**src/rtl/ternary_pkg.sv**
```systemverilog
// ternary_pkg: shared codes, geometry field offsets and loader state type
package ternary_pkg;
   localparam logic [1:0] TERN_ZERO = 2'b00;
   localparam logic [1:0] TERN_POS  = 2'b01;
   localparam logic [1:0] TERN_NEG  = 2'b11;
   localparam logic [1:0] TERN_ILL  = 2'b10;
   localparam int WPW         = 8;
   localparam int IN_LEN_LSB  = 3;
   localparam int OUT_LEN_LSB = 0;
   typedef enum logic [1:0] {ST_IDLE, ST_LOAD, ST_DONE} ld_state_e;
endpackage

```
**src/rtl/ternary_word_unpack.sv**
```systemverilog
// ternary_word_unpack: splits a host word into sanitised weights with a column mask
module ternary_word_unpack
   import ternary_pkg::*;
(
   input  logic [15:0] word_i,
   input  logic [3:0]  ncol_i,
   output logic [15:0] w_o,
   output logic [7:0]  mask_o,
   output logic        ill_o
);
   logic [1:0] c;
   logic       m;
   always_comb begin
      w_o    = '0;
      mask_o = '0;
      ill_o  = 1'b0;
      c      = TERN_ZERO;
      m      = 1'b0;
      for (int j = 0; j < WPW; j++) begin
         c = word_i[2*j +: 2];
         m = 4'(j) < ncol_i;
         mask_o[j] = m;
         w_o[2*j +: 2] = (m && c != TERN_ILL) ? c : TERN_ZERO;
         ill_o = ill_o | (m && c == TERN_ILL);
      end
   end
endmodule

```
**src/rtl/ternary_weight_loader.sv**
```systemverilog
// ternary_weight_loader: assembles streamed ternary words into the flat weight matrix
module ternary_weight_loader
   import ternary_pkg::*;
#(
   parameter int MAX_IN_LEN  = 16,
   parameter int MAX_OUT_LEN = 8
) (
   input  logic                              clk,
   input  logic                              rst_n,
   input  logic                              ena,
   input  logic                              ui_valid,
   input  logic [15:0]                       ui_input,
   input  logic [6:0]                        ui_param,
   output logic [2*MAX_IN_LEN*MAX_OUT_LEN-1:0] uo_weights,
   output logic                              uo_done,
   output logic                              uo_busy,
   output logic                              uo_err
);
   localparam int NW = 2*MAX_IN_LEN*MAX_OUT_LEN;
   localparam int IW = $clog2(NW);
   localparam logic [4:0] MAXI = 5'(MAX_IN_LEN);
   localparam logic [3:0] MAXO = 4'(MAX_OUT_LEN);

   ld_state_e       state_q, state_d;
   logic [NW-1:0]   weights_q, weights_d;
   logic [6:0]      param_q, param_d;
   logic [3:0]      row_q, row_d;
   logic [1:0]      wcnt_q, wcnt_d;
   logic            err_q, err_d, done_q, done_d;
   logic [6:0]      param;
   logic [4:0]      in_raw, in_len, rem;
   logic [3:0]      out_raw, out_len, ncol;
   logic [1:0]      wpr;
   logic [IW-1:0]   base;
   logic [15:0]     wsan;
   logic [7:0]      mask;
   logic            ill, accept, last;

   // the entry cycle must already use the live parameter for word 0
   assign param   = (state_q == ST_IDLE) ? ui_param : param_q;
   assign in_raw  = {1'b0, param[IN_LEN_LSB +: 4]} + 5'd1;
   assign out_raw = {1'b0, param[OUT_LEN_LSB +: 3]} + 4'd1;
   assign in_len  = (in_raw > MAXI) ? MAXI : in_raw;
   assign out_len = (out_raw > MAXO) ? MAXO : out_raw;
   assign wpr     = 2'((in_len + 5'd7) >> 3);
   assign rem     = in_len - {wcnt_q, 3'b000};
   assign ncol    = (rem > 5'd8) ? 4'd8 : rem[3:0];
   assign base    = IW'(2*(int'(row_q)*MAX_IN_LEN + int'(wcnt_q)*WPW));
   assign accept  = ena & ui_valid & (state_q != ST_DONE);
   assign last    = (row_q == out_len - 4'd1) & (wcnt_q == wpr - 2'd1);

   ternary_word_unpack u_unpack (
      .word_i (ui_input),
      .ncol_i (ncol),
      .w_o    (wsan),
      .mask_o (mask),
      .ill_o  (ill)
   );

   always_comb begin
      state_d   = state_q;
      weights_d = weights_q;
      param_d   = param_q;
      row_d     = row_q;
      wcnt_d    = wcnt_q;
      err_d     = err_q;
      done_d    = 1'b0;
      case (state_q)
         ST_IDLE: if (ena) begin
            state_d   = ST_LOAD;
            param_d   = ui_param;
            weights_d = '0;
            err_d     = 1'b0;
         end
         ST_LOAD: if (!ena) begin
            state_d = ST_IDLE;
            err_d   = 1'b1;
            row_d   = '0;
            wcnt_d  = '0;
         end
         default: if (!ena) state_d = ST_IDLE;
      endcase
      // write after the clear so a word in the entry cycle survives it
      if (accept) begin
         for (int j = 0; j < WPW; j++)
            if (mask[j]) weights_d[base + IW'(2*j) +: 2] = wsan[2*j +: 2];
         err_d = err_d | ill;
         if (last) begin
            state_d = ST_DONE;
            done_d  = 1'b1;
            row_d   = '0;
            wcnt_d  = '0;
         end else if (wcnt_q == wpr - 2'd1) begin
            wcnt_d = '0;
            row_d  = row_q + 4'd1;
         end else begin
            wcnt_d = wcnt_q + 2'd1;
         end
      end
   end

   always_ff @(posedge clk) begin
      if (!rst_n) begin
         state_q   <= ST_IDLE;
         weights_q <= '0;
         param_q   <= '0;
         row_q     <= '0;
         wcnt_q    <= '0;
         err_q     <= 1'b0;
         done_q    <= 1'b0;
      end else begin
         state_q   <= state_d;
         weights_q <= weights_d;
         param_q   <= param_d;
         row_q     <= row_d;
         wcnt_q    <= wcnt_d;
         err_q     <= err_d;
         done_q    <= done_d;
      end
   end

   assign uo_weights = weights_q;
   assign uo_done    = done_q;
   assign uo_err     = err_q;
   assign uo_busy    = (state_q == ST_LOAD) | ((state_q == ST_IDLE) & ena);
endmodule

```
**config.mk**
```make
export PLATFORM = sky130hd
export DESIGN_NAME = ternary_weight_loader
export DESIGN_NICKNAME = d
export VERILOG_FILES = /design/src/rtl/ternary_pkg.sv /design/src/rtl/ternary_word_unpack.sv /design/src/rtl/ternary_weight_loader.sv
export SDC_FILE = /design/constraint.sdc
export NUM_CORES = 1
export LEC_CHECK = 0
export BUFFER_PORTS_ARGS = -buffer_cell sky130_fd_sc_hd__buf_2
export CAP_MARGIN = 15
export CELL_PAD_IN_SITES_DETAIL_PLACEMENT = 1
export CELL_PAD_IN_SITES_GLOBAL_PLACEMENT = 1
export CORE_ASPECT_RATIO = 2
export CORE_MARGIN = 2
export CORE_UTILIZATION = 43
export CTS_CLUSTER_DIAMETER = 50
export DETAILED_ROUTE_END_ITERATION = 8
export GPL_TIMING_DRIVEN = 0
export HOLD_SLACK_MARGIN = 0.08
export PLACE_DENSITY_LB_ADDON = 0.1
export SETUP_SLACK_MARGIN = 0.5
export SLEW_MARGIN = 20
export SYNTH_ARGS = -nofsm -noshare
export SYNTH_HDL_FRONTEND = slang
export SYNTH_SLANG_ARGS = --single-unit
```
**constraint.sdc**
```tcl
create_clock -name clk -period 11.13 [get_ports clk]
set_input_delay 0.5565 -clock clk [delete_from_list [all_inputs] [get_ports clk]]
set_output_delay 0.5565 -clock clk [all_outputs]
set_load 0.01 [all_outputs]
```
==> flow_summary.json, run 1 <==
{
  "clkTransAtPathRegs_ns": 0.07,
  "reg2reg_from": "state_q[0]",
  "dp_worst_setup_slack_ns": 6.164,
  "reg2reg_to": "uo_weights[157]",
  "cts_setup_buffers": 0,
  "yosysMostFrequentCell": "dfxtp_1",
  "start_util": 0.4339,
  "r2r_slack_ns": 6.05,
  "grt_pass1_wl_um": 86800,
  "syn_area_sq_um": 12750,
  "placed_cells": 2176,
  "synth_fp_nets": 1570,
  "die_w_um": 125.8,
  "power.leakage_nw": 6.308,
  "fin_cells": 2228,
  "grt.total_usage": 0.3705,
  "routedWlPerCell_um": 26.85,
  "nFillCells": 3710,
  "fp-row-count": 89,
  "fin_ws_ns": 6.048,
  "firstDrtPassIters": 5,
  "via_per_inst": 6.125,
  "grt_pass1_vias": 14140,
  "async_reset_ff_frac": 0,
  "synth_largest_area_cell": "dfxtp_1",
  "hp-start": "ui_param[5]",
  "core-area_sq_um": 29400,
  "routed_wl_um": 59820,
  "worstPathRequired_ns": 11.61,
  "grt_overflow": 0,
  "ys_types": 70,
  "syn_to_final_growth_pct": 22.22,
  "netlist_instances": 1531,
  "avgSynthCellArea_sq_um": 8.331,
  "register_area_sq_um": 5465,
  "synth_ff_type": "dfxtp_1",
  "period_share": 0.4566,
  "p_per_area_nw_per_um2": 145.5,
  "die_h_um": 247.6,
  "clk_latency_ns": 0.56,
  "yosysSeqAreaShare": 0.4285,
  "root_buffer": "clkbuf_16",
  "finalCriticalPeriod_ns": 5.082,
  "drc": 0,
  "fmax_mhz": 196.8,
  "tightest_slew_ns": 1.196,
  "ys_ff_latch": 273,
  "maxCapViolations": 0,
  "reg2reg_depth": 17,
  "io_buffers": 281,
  "ys_top_cells_by_count": "dfxtp_1, nand2_1, nor2_1, nand3_1, clkbuf_1",
  "post-dp-hpwl_um": 45540,
  "vias": 13650,
  "routabilityCongestion": 0.9651,
  "die_area_sq_um": 31140,
  "clock_skew_ns": 0.01381,
  "p_total_mw": 2.269,
  "cts.sinks": 273,
  "cts_tree": "yes",
  "timing.hold.ws_ns": 0.2543,
  "whs_endpoint": "param_q[5]",
  "htree_levels": 1,
  "path_max_fanout": 10,
  "clockBufferDepth": 3,
  "drv_slew": 0,
  "ctsHoldBuffers": 0,
  "cts_resized": 0,
  "cts_buffers": 27,
  "rsz0062_at_grt": "false",
  "status": "finished clean",
  "antenna_found_initial": 5,
  "hold_class": "input port to flop",
  "grt_max_degree": 16,
  "multi_input_area_sq_um": 6713,
  "drt.antenna.violating_nets": 0,
  "hold_path_depth": 3,
  "synth_area_leaders": "dfxtp_1, nand2_1, mux2i_1",
  "synth_top_area_frac": 0.4285,
  "vdd_drop_max_mv": 0.1219,
  "synth_edf_count": 0,
  "top_level_ports": 286,
  "drt_iter0_drc": 879,
  "final_area_sq_um": 15590,
  "fin_util": 0.5303,
  "crit_path_end_kind": "flop",
  "worstPathArrival_ns": 5.57,
  "slew_headroom": 0.1996,
  "yosysWarnings": 0,
  "setup_violations": 0,
  "place_area_sq_um": 14630,
  "drive_gt1_frac": 0.2033,
  "crit_type": "flop to flop",
  "fin_setup_tns_ns": 0,
  "crit_path_start_kind": "flop",
  "finalNetCount": 1880,
  "hold_viol": 0
}
## worst max-delay path by stage
stage	from	end	slack (ns)	cells past startpoint
4_1_cts	state_q[0]	uo_weights[157]	6.14	17
6_report	state_q[0]	uo_weights[157]	6.05	17
2_1_floorplan	state_q[0]	uo_weights[46]	7.51	17
3_3_place_gp	state_q[0]	uo_weights[175]	6.40	17
3_5_place_dp	state_q[0]	uo_weights[157]	6.16	17
5_1_grt	state_q[0]	uo_weights[94]	5.75	18
## sequential cells by signal, summed over array words and instances (netlist names)
register / count
uo_done: 1
uo_weights: 256
param_q: 7
state_q: 2
wcnt_q: 2
uo_err: 1
row_q: 4
## critical path, stage by stage, from the launching register on
cell,delay (ns)
dfxtp_1,0.32
buf_2,0.18
nor2_2,0.46
mux2i_1,0.56
inv_1,0.10
ha_1,0.22
o21a_1,0.18
nor2_1,0.11
a31oi_1,0.06
ha_1,0.24
xor2_1,0.37
nand2_1,0.17
mux2i_2,0.66
a21o_1,0.24
buf_6,0.16
clkbuf_1,0.50
o211ai_1,0.21
a21boi_0,0.26
## cell usage in the layout (no fill, tap or decap), drive strengths merged, types with 6 or more instances in the layout
cell | synthesis | routed
mux2 | 6 | 6
a211oi | 12 | 12
or2 | 15 | 15
buf | 32 | 313
clkinv | 0 | 6
nor3 | 54 | 54
a21boi | 59 | 59
a21oi | 15 | 15
nand4 | 38 | 38
dfxtp | 273 | 273
inv | 16 | 18
o21a | 68 | 68
nand3 | 102 | 102
nor2 | 140 | 140
xnor2 | 6 | 6
ha | 12 | 12
and3 | 26 | 26
o31ai | 35 | 35
nor2b | 11 | 11
o21ai | 47 | 47
mux2i | 66 | 66
clkbuf | 97 | 132
and2 | 46 | 46
o211ai | 76 | 76
nand2 | 206 | 206
nand2b | 6 | 6
## report_power, final
part           leakage (nW)  switching [mW]  total (mW)  internal [mW]
logic                  3.64           0.216       0.276         0.0600
clock network         0.465           0.433        1.01          0.575
registers              2.20         0.00445       0.985          0.981
## kinds of logic (layout without fill, tap and decap cells)
family,Yosys count,after routing,synth area share
and+or+nand+nor,666,666,0.2473
DFF,273,273,0.4285
adders and majority gates,12,12,0.01177
muxes,72,72,0.05739
xor gates and xnor gates,9,9,0.006180
other,0,5,0
buffers and inverters,145,473,0.04660
AOI/OAI and AO/OA,354,354,0.2023
## layout make-up
type	count	area share
inverter	16	0.003853
antenna	5	0.0008026
tap	364	0.02922
clock buffer	35	0.04848
sequential	273	0.3506
clock inverter	12	0.01196
buffer	129	0.03427
multi-input combinational	1113	0.4306
timing repair buffer	281	0.09022
## metal layers
layer  vias to the layer above  wire (um)  track usage  part of all wire
met4                         0       5592       0.3054             0.093
met3                       272       3790      0.06187             0.063
met2                       620      30440       0.6641              0.51
met5                         -          0            0                 0
met1                      6683      20000       0.3731              0.33
li1                       6072          -            -                 -
Power figures use the tool's default switching activity.
==> inputs of run 2 (changes only) <==
- ABC_AREA: unset -> 1
- CORE_UTILIZATION: 43 -> 35
- clock period: 11.13 -> 4.6 ns (I/O delays scaled with it)
==> flow_summary.json, run 2 <==
{
  "status": "finished clean",
  "synth_edf_count": 0,
  "cts.sinks": 273,
  "crit_path_start_kind": "flop",
  "timing.hold.ws_ns": 0.09914,
  "crit_path_end_kind": "flop",
  "die_area_sq_um": 41990,
  "drt.antenna.violating_nets": 0,
  "worstPathRequired_ns": 5.13,
  "synth_largest_area_cell": "dfxtp_1",
  "vias": 16640,
  "slew_headroom": 0.1671,
  "cts_tree": "yes",
  "maxCapViolations": 0,
  "die_h_um": 287.8,
  "cts_buffers": 31,
  "via_per_inst": 5.535,
  "hold_viol": 0,
  "clk_latency_ns": 0.60,
  "async_reset_ff_frac": 0,
  "cp_cell_sequence": "nor2_4 > buf_6 > o21ai_2 > ha_1 > nand3_2 > nor2_2 > nand2_2 > nand3_1 > ha_1 > xnor2_1 > nand4_1 > nand4_2 > nand4_1 > nor2_1 > o21ai_0 > a21oi_1",
  "yosysWarnings": 0,
  "fp-row-count": 104,
  "drv_slew": 0,
  "crit_path_max_incr_delay_ns": 0.55,
  "grt_max_degree": 15,
  "clkTransAtPathRegs_ns": 0.07,
  "hold_class": "input port to flop",
  "root_buffer": "clkbuf_16",
  "grt_pass1_vias": 16410,
  "htree_levels": 1,
  "worstPathArrival_ns": 4.52,
  "grt_pass1_wl_um": 108300,
  "ys_ff_latch": 273,
  "setup_violations": 0,
  "core-area_sq_um": 39950,
  "cp_slowest_cell": "nor2_1",
  "routabilityCongestion": 0.9502,
  "power.leakage_nw": 7.686,
  "largest_reg_flops": 256,
  "tightest_slew_ns": 1.249,
  "power_switching_mw": 2.144,
  "register_area_sq_um": 5465,
  "combinationalPowerShare": 0.197,
  "antenna_found_initial": 2,
  "grt_overflow": 0,
  "path_max_fanout": 10,
  "hold_path_depth": 5,
  "reg2reg_to": "uo_weights[39]",
  "p_clk_frac": 0.401,
  "synth_area_leaders": "dfxtp_1, a21oi_1, nand2_1",
  "dp_worst_setup_slack_ns": -0.02298,
  "fmax_mhz": 250.8,
  "crit_type": "flop to flop",
  "post-dp-hpwl_um": 56000,
  "nFillCells": 5342,
  "rsz0062_at_grt": "false",
  "final_cell_mix": "nand2_1, a21oi_1, buf_2, dfxtp_1, nor2_1",
  "die_w_um": 145.9,
  "fin_cells": 3006,
  "vdd_drop_max_mv": 0.2930,
  "fin_ws_ns": 0.6127,
  "hp-start": "ui_input[10]",
  "drive_gt1_frac": 0.1876,
  "reg2reg_from": "state_q[1]",
  "start_util": 0.3529,
  "placed_cells": 2925,
  "final_common_cell": "nand2_1",
  "synth_ff_type": "dfxtp_1",
  "yosysMostFrequentCell": "nand2_1",
  "syn_area_sq_um": 14100,
  "finalNetCount": 2492,
  "synth_top_area_frac": 0.3877,
  "finalCriticalPeriod_ns": 3.987,
  "reg2reg_depth": 16,
  "sequentialPowerShare": 0.402,
  "ys_types": 46,
  "netSwitchingFraction": 0.3378,
  "avgSynthCellArea_sq_um": 6.674,
  "clockBufferDepth": 3,
  "r2r_slack_ns": 0.61,
  "io_buffers": 283,
  "clock_skew_ns": 0.01618,
  "netlist_instances": 2112,
  "firstDrtPassIters": 5,
  "drt_iter0_drc": 1284,
  "top_level_ports": 286,
  "p_per_area_nw_per_um2": 364.0,
  "synth_fp_nets": 2151,
  "routedWlPerCell_um": 25.11,
  "ys_top_cells_by_count": "nand2_1, a21oi_1, dfxtp_1, nor2_1, inv_1",
  "whs_endpoint": "uo_weights[138]",
  "multi_input_area_sq_um": 7148,
  "grt.total_usage": 0.3476,
  "period_share": 0.8668,
  "p_int_mw": 4.202,
  "drc": 0,
  "routed_wl_um": 75480,
  "syn_to_final_growth_pct": 23.68,
  "yosysSeqAreaShare": 0.3877
}
## run 2: worst max path at each step
stage,start,to,depth (start not counted)
after floorplan,wcnt_q[1],uo_weights[48],13
after global placement,row_q[0],uo_weights[86],11
after detailed placement,row_q[0],uo_weights[86],11
after CTS,wcnt_q[0],uo_weights[207],13
after global routing,state_q[1],uo_weights[39],17
final,state_q[1],uo_weights[39],16
## run 2: through the flow
step                power [mW]  instance area, sq um  utilization  setup TNS, ns
global placement         3.782                 16180       0.4049              0
finish                   6.346                 17430       0.4364              0
CTS                      6.335                 17400       0.4356              0
floorplan                3.283                 14100            -              0
detailed placement       3.802                 16180       0.4050       -0.02298
global route             6.537                 17430       0.4364              0
## run 2: power by group through the flow
stage               logic, mW  clock network, mW  registers [mW]
floorplan               0.665                  0            2.62
global placement         1.18                  0            2.60
detailed placement       1.20                  0            2.60
CTS                      1.23               2.56            2.55
global route             1.34               2.64            2.55
finish                   1.25               2.55            2.55
## run 2: final cells by class
type,count,area share
multi-input combinational,1463,0.4100
sequential,273,0.3135
timing repair buffer,308,0.09531
inverter,253,0.05512
clock buffer,40,0.04816
tap,530,0.03804
buffer,123,0.03151
clock inverter,14,0.008110
antenna,2,0.0002871
## run 2: per-layer routing
metal,share of wire,up-vias,GRT usage
met1,0.39,8032,0.4207
met5,0,-,0
met2,0.48,782,0.5910
li1,-,7603,-
met4,0.064,0,0.2005
met3,0.065,221,0.04485
## run 2: cell families (layout without fill, tap and decap cells)
logic type                 count (synthesis)  after routing  share of synthesized area
muxes                                      1              1                  0.0007101
xor gates and xnor gates                   4              4                   0.002486
AOI/OAI and AO/OA                        595            595                     0.2263
adders and majority gates                 12             12                    0.01065
and+or+nand+nor                          851            851                     0.2658
other                                      0              2                          0
buffers and inverters                    376            738                     0.1063
DFF                                      273            273                     0.3877
## run 2: critical path: cells and delay by family, from the launching register on
| kind | cells | cell delay (ns) |
|---|---|---|
| and+or+nand+nor | 9 | 2.16 |
| DFF | 1 | 0.49 |
| adders and majority gates | 2 | 0.44 |
| xor gates and xnor gates | 1 | 0.14 |
| AOI/OAI and AO/OA | 3 | 0.52 |
| buffers and inverters | 1 | 0.15 |
## run 2: what timing repair did
action	in CTS	in global routing
gates resized for setup	5	5
hold buffers	23	0
buffers inserted	0	2
pin swaps	0	0
setup endpoints to repair	42	44
hold endpoints to repair	35	0
==> inputs of run 3 (changes only) <==
- ABC_AREA: 1 -> 0
- CORE_UTILIZATION: 35 -> 36
- GPL_TIMING_DRIVEN: 0 -> unset
==> flow_summary.json, run 3 (same netlist as run 1, synthesis figures left out) <==
{
  "fmax_mhz": 263.6,
  "period_share": 0.8248,
  "core-area_sq_um": 34950,
  "placed_cells": 2179,
  "antenna_found_initial": 3,
  "fin_util": 0.4550,
  "slew_headroom": 0.3461,
  "rsz0062_at_grt": "true",
  "grt_pass1_wl_um": 78520,
  "root_buffer": "clkbuf_16",
  "drv_slew": 0,
  "grt_pass1_vias": 12890,
  "worstPathArrival_ns": 4.27,
  "nFillCells": 4271,
  "grt_overflow": 0,
  "fp-row-count": 97,
  "syn_to_final_growth_pct": 24.69,
  "io_buffers": 285,
  "crit_type": "flop to flop",
  "cts_buffers": 30,
  "worstPathRequired_ns": 5.08,
  "routabilityCongestion": 0.8498,
  "cts.sinks": 273,
  "htree_levels": 1,
  "drt.antenna.violating_nets": 0,
  "crit_path_start_kind": "flop",
  "status": "finished clean",
  "reg2reg_from": "state_q[1]",
  "power.leakage_nw": 6.482,
  "drt_iter0_drc": 464,
  "largest_reg_flops": 256,
  "clk_latency_ns": 0.58,
  "routed_wl_um": 52060,
  "grt_max_degree": 126,
  "cts_tree": "yes",
  "clkTransAtPathRegs_ns": 0.07,
  "finalNetCount": 1824,
  "setup_violations": 0,
  "path_max_fanout": 16,
  "clock_skew_ns": 0.01203,
  "drive_gt1_frac": 0.2329,
  "top_level_ports": 286,
  "worstSetupEndpoint": "uo_weights[149]",
  "vias": 12580,
  "firstDrtPassIters": 5,
  "crit_path_end_kind": "flop",
  "clockBufferDepth": 3,
  "reg2reg_to": "uo_weights[149]",
  "fin_setup_tns_ns": 0,
  "drc": 0,
  "tightest_slew_ns": 0.9784,
  "maxCapViolations": 0,
  "die_h_um": 270.2,
  "p_per_area_nw_per_um2": 349.7,
  "hold_class": "input port to flop",
  "vdd_drop_max_mv": 0.2663,
  "grt.total_usage": 0.2770,
  "fin_ws_ns": 0.8058,
  "dp_worst_setup_slack_ns": 0.3500,
  "finalCriticalPeriod_ns": 3.794,
  "fin_cells": 2255,
  "final_common_cell": "buf_2",
  "routedWlPerCell_um": 23.09,
  "die_area_sq_um": 37040,
  "post-dp-hpwl_um": 37590,
  "final_cell_mix": "buf_2, dfxtp_1, nand2_1, nor2_1, nand3_1",
  "r2r_slack_ns": 0.81,
  "reg2reg_depth": 13,
  "die_w_um": 137.1,
  "start_util": 0.3649,
  "via_per_inst": 5.577,
  "crit_path_start": "state_q[1]",
  "hold_viol": 0
}
-- run 3: cell types whose count changed in the layout (fill, tap and decap cells not counted), sizes merged, moves of 86 or more --
| cell | change |
|---|---|
| a21oi | -317 |
| inv | -233 |
| nand2 | -172 |
| o21ai | -161 |
| nor2 | -150 |
| clkbuf | -86 |
-- run 3: report_power, final --
part / switching [mW] / total (mW) / internal [mW]
registers: 0.0133 / 2.39 / 2.37
logic: 0.452 / 0.614 / 0.161
clock network: 1.10 / 2.56 / 1.46
total: 1.57 / 5.56 / 4.00
-- run 3: metal layers --
metal / share of wire / GRT usage
met1: 0.37 / 0.2990
met2: 0.52 / 0.5008
met3: 0.049 / 0.04467
met4: 0.061 / 0.1525
met5: 0.00021 / 0
-- run 3: critical path, stage by stage, from the launching register on --
cell and delay (ns):
dfxtp_1 0.43, nor2_4 0.31, mux2_2 0.38, ha_1 0.21, o21a_1 0.18, nor2_1 0.09
a31oi_1 0.05, ha_1 0.25, xnor2_1 0.29, nor3_1 0.11, o21ai_2 0.33, and2_1 0.37
nand4_4 0.29, o32ai_1 0.39
-- run 3: worst min-delay path by stage --
stage,from,end,depth (start not counted)
after floorplan,ui_param[0],param_q[0],2
after global placement,uo_weights[171],uo_weights[171],2
after detailed placement,uo_weights[219],uo_weights[219],2
after CTS,ui_input[9],uo_err,3
after global routing,ui_input[9],uo_err,3
final,ui_input[9],uo_err,3
-- run 3: repair_timing --
action,4_1_cts,5_1_grt
hold endpoints to repair,27,0
hold buffers,17,0
buffers inserted,0,2
gates resized for setup,1,7
pin swaps,0,1
setup endpoints to repair,14,111
-- run 3: area by class of cell --
cell class / instances / area, sq um / share of cell area
Antenna cell: 2 / 5.005 / 0.0003147
Timing Repair Buffer: 351 / 2017 / 0.1268
Clock inverter: 15 / 172.7 / 0.01086
Multi-Input combinational cell: 1113 / 6758 / 0.4249
Clock buffer: 40 / 869.6 / 0.05468
Tap cell: 445 / 556.8 / 0.03501
Sequential cell: 273 / 5465 / 0.3436
Inverter: 16 / 60.06 / 0.003776
-- run 3: stage by stage --
step                      cell area (sq um)  hold WS, ns  total power [mW]
after floorplan                       12750       0.3749             2.812
after CTS                             15850       0.1199             5.597
after detailed placement              14630       0.4503             3.032
after global routing                  15900       0.1197             5.737
after global placement                14630       0.4443             3.026
final                                 15900       0.1306             5.562
